### src/rtl/stream_fifo.sv
// stream_fifo
//   Single-clock stream FIFO that buffers pixel words between the bus write
//   side and the RAMDAC pixel pipeline. All DEPTH slots are usable. The fill
//   level is held in a register, and the almost-full/almost-empty flags are
//   derived from it. A synchronous flush discards all contents. The output
//   is either show-ahead (first-word-fall-through) or a registered read with
//   one cycle of latency.
//
// Ports
//   clock        sole clock; all state updates on its rising edge
//   reset_n      asynchronous active-low reset
//   flush        synchronous discard of all contents (beats push/pop)
//   in_data      write word
//   in_valid     write request
//   in_ready     FIFO can accept a word this cycle (registered state only)
//   out_data     read word
//   out_valid    out_data is valid
//   out_ready    consumer accepts / requests a word
//   level        number of stored entries, 0..DEPTH
//   almost_full  level >= ALMOST_FULL_LEVEL
//   almost_empty level <= ALMOST_EMPTY_LEVEL
module stream_fifo #(
  parameter int BUS_WIDTH          = 12,
  parameter int ADDRESS_WIDTH      = 4,
  parameter int ALMOST_FULL_LEVEL  = (1 << ADDRESS_WIDTH) - 2,
  parameter int ALMOST_EMPTY_LEVEL = 2,
  parameter int SHOW_AHEAD         = 1
) (
  input  logic                   clock,
  input  logic                   reset_n,
  input  logic                   flush,
  input  logic [BUS_WIDTH-1:0]   in_data,
  input  logic                   in_valid,
  output logic                   in_ready,
  output logic [BUS_WIDTH-1:0]   out_data,
  output logic                   out_valid,
  input  logic                   out_ready,
  output logic [ADDRESS_WIDTH:0] level,
  output logic                   almost_full,
  output logic                   almost_empty
);

  localparam int DEPTH = 1 << ADDRESS_WIDTH;
  localparam logic [ADDRESS_WIDTH:0] FULL_LVL = {1'b1, {ADDRESS_WIDTH{1'b0}}};
  localparam logic [ADDRESS_WIDTH:0] PTR_ONE  = {{ADDRESS_WIDTH{1'b0}}, 1'b1};
  localparam logic [ADDRESS_WIDTH:0] AF_LVL   = ALMOST_FULL_LEVEL[ADDRESS_WIDTH:0];
  localparam logic [ADDRESS_WIDTH:0] AE_LVL   = ALMOST_EMPTY_LEVEL[ADDRESS_WIDTH:0];

  logic [BUS_WIDTH-1:0]   mem_q [DEPTH];
  // Pointers carry one extra wrap bit; the low bits index the array.
  logic [ADDRESS_WIDTH:0] wr_ptr_q, wr_ptr_d;
  logic [ADDRESS_WIDTH:0] rd_ptr_q, rd_ptr_d;
  logic [ADDRESS_WIDTH:0] level_q, level_d;
  logic                   full, empty, push, pop;
  logic [BUS_WIDTH-1:0]   head;

  assign full  = (level_q == FULL_LVL);
  assign empty = (level_q == '0);

  // in_ready depends only on registered state, so out_ready never
  // reaches in_ready combinationally.
  assign in_ready = !full;
  assign push     = in_valid && !full;
  // In both output modes a pop is out_ready with a non-empty FIFO
  // (in show-ahead mode out_valid is exactly !empty).
  assign pop      = out_ready && !empty;
  assign head     = mem_q[rd_ptr_q[ADDRESS_WIDTH-1:0]];

  always_comb begin
    wr_ptr_d = wr_ptr_q;
    rd_ptr_d = rd_ptr_q;
    level_d  = level_q;
    if (flush) begin
      wr_ptr_d = '0;
      rd_ptr_d = '0;
      level_d  = '0;
    end else begin
      if (push) wr_ptr_d = wr_ptr_q + PTR_ONE;
      if (pop)  rd_ptr_d = rd_ptr_q + PTR_ONE;
      case ({push, pop})
        2'b10:   level_d = level_q + PTR_ONE;
        2'b01:   level_d = level_q - PTR_ONE;
        default: level_d = level_q;
      endcase
    end
  end

  always_ff @(posedge clock or negedge reset_n) begin
    if (!reset_n) begin
      wr_ptr_q <= '0;
      rd_ptr_q <= '0;
      level_q  <= '0;
    end else begin
      wr_ptr_q <= wr_ptr_d;
      rd_ptr_q <= rd_ptr_d;
      level_q  <= level_d;
    end
  end

  // Storage has no reset; the pointers define which entries are live.
  always_ff @(posedge clock) begin
    if (push && !flush) mem_q[wr_ptr_q[ADDRESS_WIDTH-1:0]] <= in_data;
  end

  assign level        = level_q;
  assign almost_full  = (level_q >= AF_LVL);
  assign almost_empty = (level_q <= AE_LVL);

  generate
    if (SHOW_AHEAD != 0) begin : g_show_ahead
      assign out_valid = !empty;
      assign out_data  = head;
    end else begin : g_registered
      logic                 out_valid_q, out_valid_d;
      logic [BUS_WIDTH-1:0] out_data_q, out_data_d;

      // The output register is zeroed on any cycle without a pop, so
      // out_data reads 0 whenever out_valid is low.
      always_comb begin
        out_valid_d = 1'b0;
        out_data_d  = '0;
        if (!flush && pop) begin
          out_valid_d = 1'b1;
          out_data_d  = head;
        end
      end

      always_ff @(posedge clock or negedge reset_n) begin
        if (!reset_n) begin
          out_valid_q <= 1'b0;
          out_data_q  <= '0;
        end else begin
          out_valid_q <= out_valid_d;
          out_data_q  <= out_data_d;
        end
      end

      assign out_valid = out_valid_q;
      assign out_data  = out_data_q;
    end
  endgenerate

endmodule

### config.mk
export PLATFORM = sky130hd
export DESIGN_NAME = stream_fifo
export DESIGN_NICKNAME = d
export VERILOG_FILES = /design/src/rtl/stream_fifo.sv
export SDC_FILE = /design/constraint.sdc
export NUM_CORES = 1
export LEC_CHECK = 0
export CORE_MARGIN = 2
export CORE_UTILIZATION = 51
export CTS_CLUSTER_DIAMETER = 80
export DETAILED_ROUTE_END_ITERATION = 16
export GPL_ROUTABILITY_DRIVEN = 0
export PLACE_DENSITY = 0.69
export SLEW_MARGIN = 20
export SYNTH_ARGS = -nofsm -noshare
export SYNTH_HDL_FRONTEND = slang
export SYNTH_SLANG_ARGS = --single-unit
### constraint.sdc
create_clock -name clock -period 2.5 [get_ports clock]
set_input_delay 0.75 -clock clock [delete_from_list [all_inputs] [get_ports clock]]
set_output_delay 0.75 -clock clock [all_outputs]
set_load 0.1 [all_outputs]
== Word-level counts from Yosys, hierarchy flattened ==
Memory sizes are Yosys's and may differ from the RTL's.
Cells that the tools add are included.
Storage, ports and cells
  bits of input ports: 17
  memory bits (writable): 192
  word-level logic and storage cells: 31
  output and inout bits: 21
  bits in registers: 15
  memories: 1
Cells by class
  muxes and demuxes: 8
  reductions and logical operators: 10
  add/sub/neg operators: 4
  magnitude comparators: 2
  equal/unequal tests: 3
Memories
  mem_q: depth 16, bits a word 12, read ports 1, clocked after memory_dff 0, wr ports 1, RTL line 49  | logic [BUS_WIDTH-1:0] mem_q [DEPTH];
Operators with widths (number)
  $mux W5: 5
  $add A5 B1 Y5 const B: 3
  $pmux W5 S2: 1
  $eq A5 B5 Y1 const B: 1
  $ge A5 B4 Y1 const B: 1
  $le A5 B2 Y1 const B: 1
  $logic_not A5 Y1: 1
  $sub A5 B1 Y5 const B: 1
  $reduce_bool A2 Y1: 2
  $logic_and A1 B1 Y1: 3
  $logic_not A1 Y1: 3
  $reduce_bool A3 Y1: 1
  $eq A2 B1 Y1 const B: 1
  $eq A2 B2 Y1 const B: 1
  $mux W1: 2

== Logic depth before layout (Yosys ltp) ==
  word-level depth: 6
  depth in mapped cells: 11
  mapped depth without buffers: 9

== Least setup slack after synthesis ==
No wires, ideal clock.
  kind: register to output
  start: reg level_q[2], in the netlist level[2]
  end: out almost_empty
  cell stages (with the launch flop): 3
  path buffers: 1
  setup slack: -4003 ps
  required time: 1750 ps
  arrival: 5753 ps
  cell sequence: dfrtp_1 > buf_2 > a2111oi_0
Between the ends
  word-level cells in the longest chain between the ends: 1
Ends and longest elaborated chain
  from (decl): RTL line 53  | logic [ADDRESS_WIDTH:0] level_q, level_d;
  from (signal assigned): RTL line 96  | level_q <= level_d;
  $le A5 B2 Y1: RTL line 107  | assign almost_empty = (level_q <= AE_LVL);
  to (decl): RTL line 40  | output logic almost_empty
No other way between the ends.

== Worst setup path after layout ==
  start: reg rd_ptr_q[0]
  end: out out_data[10]
Between the ends
  word-level cells in the longest chain between the ends: 1
Ends and longest elaborated chain
  from (decl): RTL line 52  | logic [ADDRESS_WIDTH:0] rd_ptr_q, rd_ptr_d;
  from (signal assigned): RTL line 95  | rd_ptr_q <= rd_ptr_d;
  $mem_v2 Z16 W12
  to (decl): RTL line 35  | output logic [BUS_WIDTH-1:0] out_data,
No other way between the ends.

==> results.cfg <==
[status]
outcome = finished, violations left
violations = setup timing

[min_path]
min_path_cells = 2
hp-class = reg2reg

[clock_tree]
htreeDepth = 1
cts-root-buf = clkbuf_16
cts_tree = built
cts_inserted_buffers = 21
cts_hold_buffers = 0
clkLatencyLatePin_ns = 0.48
clkTransAtPathRegs_ns = 0.06
clk_path_buf_depth = 3
clock_sinks = 205

[route]
drc = 0
wl_um = 17000
vias_per_cell = 5.78
drtIter0Drc = 356
drtPass1Iterations = 4
routedWlPerCell_um = 22.6
vias = 4343
ant_nets = 0

[synthesis]
async_flop_share = 0.0634
synth_compound_area_frac = 0.0426
synth_top_family_by_area = multiplexers
synth_ff_type = edfxtp_1
yosysWarningCount = 0
yosys.area_share.simple = 0.0449
synth.ff_latch_count = 205
synth.area.mux_share = 0.140
syn_avg_cell_area_um2 = 19.4
synth-seq-area-share = 0.738
synth_edf_count = 192
synth_area_um2 = 8250
syn_inst = 425
synth_xor_area_frac = 0.00743
yosysUniqueCellTypes = 47
synthAdderAreaFrac = 0.0106
syn_nets = 449

[critical_path]
rrSetupSlack_ns = 0.13
regToRegEndpoint = level[4]
r2r_start = level[1]
endpoint = out_data[10]
crit_start = rd_ptr_q[0]
worstPathArrival_ns = 2.27
crit_required_ns = 1.75
worstSetupStartpointType = flop
end_kind = output pin
critPathKind = reg2out
ff2ff_path_depth = 9
path_max_fanout = 24

[timing]
setup_ws_ns = -0.516
relSlewSlack = 0.429
min_period_ns = 3.02
fmax_mhz = 332
slew_viol_final = 0
final.period_utilization = 1.21
setup_violations = 12
worstMarginPinSlew_ns = 0.856
fin_skew_ns = 0.00543
finalHoldViolCount = 0
final.setup.tns_ns = -5.87
rsz0062_at_grt = true

[layout]
fillers = 1043
multi_input_comb_area_um2 = 2260
final_common_cell = edfxtp_1
area_growth_pct = 26.1
drive_gt1_frac = 0.398
final_nets = 545
final_cell_mix = edfxtp_1 (192), buf_4 (55), mux4_2 (48)
diodes = 0
ff_latch_area_um2 = 6110

[floorplan]
rows = 46
coreArea_um2 = 15800
die_y_um = 131
initial_core_util = 0.521
fp.dieW_um = 131
die_area_um2 = 17200
ios = 38

[global_routing]
overflow = 0
grt_pass1_wl_um = 26800
grt_usage = 0.204
grt_pass1_vias = 4623
grt_max_degree = 31
antenna_found_initial = 0

[placed_design]
post-dp-hpwl_um = 10900
dpl_worst_slack_ns = -0.151
portBuffers = 37

[flow_run]
cap_violations = 0

[power_and_ir_drop]
peakVddDrop_mv = 0.970
power_per_cell_area_nw_per_um2 = 1100
p_leak_nw = 3.47
power_mw = 11.4
synthesized netlist by cell type (5+ instances only):
| cell type | n | share of area |
|---|---|---|
| a21oi_1 | 5 | 0.0030 |
| nand3_1 | 5 | 0.0030 |
| mux2i_1 | 5 | 0.0061 |
| ha_1 | 7 | 0.011 |
| inv_1 | 5 | 0.0023 |
| nor2_1 | 28 | 0.013 |
| nand2_1 | 20 | 0.0091 |
| mux4_2 | 48 | 0.13 |
| edfxtp_1 | 192 | 0.70 |
| buf_2 | 7 | 0.0042 |
| dfrtp_1 | 13 | 0.039 |
| nor2b_1 | 5 | 0.0038 |
| a22oi_1 | 24 | 0.022 |
| clkbuf_1 | 15 | 0.0068 |
| xor2_1 | 5 | 0.0053 |
worst min path at each step:
stage,slack [ns],endpoint,startpoint
6_report,0.62,wr_ptr_q[1],wr_ptr_q[1]
5_1_grt,0.65,wr_ptr_q[1],wr_ptr_q[1]
4_1_cts,0.61,rd_ptr_q[3],rd_ptr_q[3]
3_5_place_dp,0.59,rd_ptr_q[3],rd_ptr_q[3]
3_3_place_gp,0.57,rd_ptr_q[3],rd_ptr_q[3]
2_1_floorplan,0.45,level[0],reset_n
power by group:
part / switching (mW) / leakage, nW / internal [mW] / total [mW]
Combinational: 2.56 / 1.25 / 1.86 / 4.42
Sequential: 0.0985 / 1.89 / 3.87 / 3.97
Clock: 1.24 / 0.324 / 1.76 / 3.00
critical path, cell delays in order (launching register included):
cell,delay [ns]
dfrtp_4,0.46
buf_16,0.22
mux4_2,0.54
a22oi_2,0.17
buf_4,0.15
nand2_4,0.06
buf_12,0.18
metal layers:
metal  track usage  vias up  part of all wire
li1              -     1926                 -
met1         0.290     2261              0.43
met2         0.335      129              0.49
met3        0.0378       27             0.063
met4        0.0477        0             0.021
met5             0        -                 0
cells by family (layout without fill, tap and decap cells):
group                      after synthesis  in the layout
and+or+nand+nor                         75             75
adders and majority gates                7              7
AOI/OAI and AO/OA                       47             47
buffers and inverters                   29            139
DFF                                    205            205
xor gates and xnor gates                 7              7
muxes                                   55             55
area by class of cell:
class | count | area share
Sequential cell | 205 | 0.587
Multi-Input combinational cell | 191 | 0.217
Timing Repair Buffer | 97 | 0.104
Clock buffer | 24 | 0.0516
Tap cell | 216 | 0.0260
Clock inverter | 13 | 0.0125
Inverter | 5 | 0.00181
registers in the layout, indices dropped and copies added (netlist names):
| signal | count |
|---|---|
| level | 5 |
| mem_q | 192 |
| rd_ptr_q | 4 |
| wr_ptr_q | 4 |
through the flow:
stage	util	area [um2]	std cells	hold slack, ns
floorplan	-	8400	425	0.454
global route	0.657	10400	751	0.647
CTS	0.654	10400	751	0.608
detailed placement	0.606	9580	711	0.592
finish	0.657	10400	751	0.619
global placement	0.606	9580	711	0.574
repair_timing:
| item | CTS | global route |
|---|---|---|
| resized for setup | 17 | 9 |
| pin swaps | 2 | 3 |
| setup buffers | 3 | 0 |
| endpoints found under the setup margin | 14 | 18 |
Power figures use the tool's default switching activity.
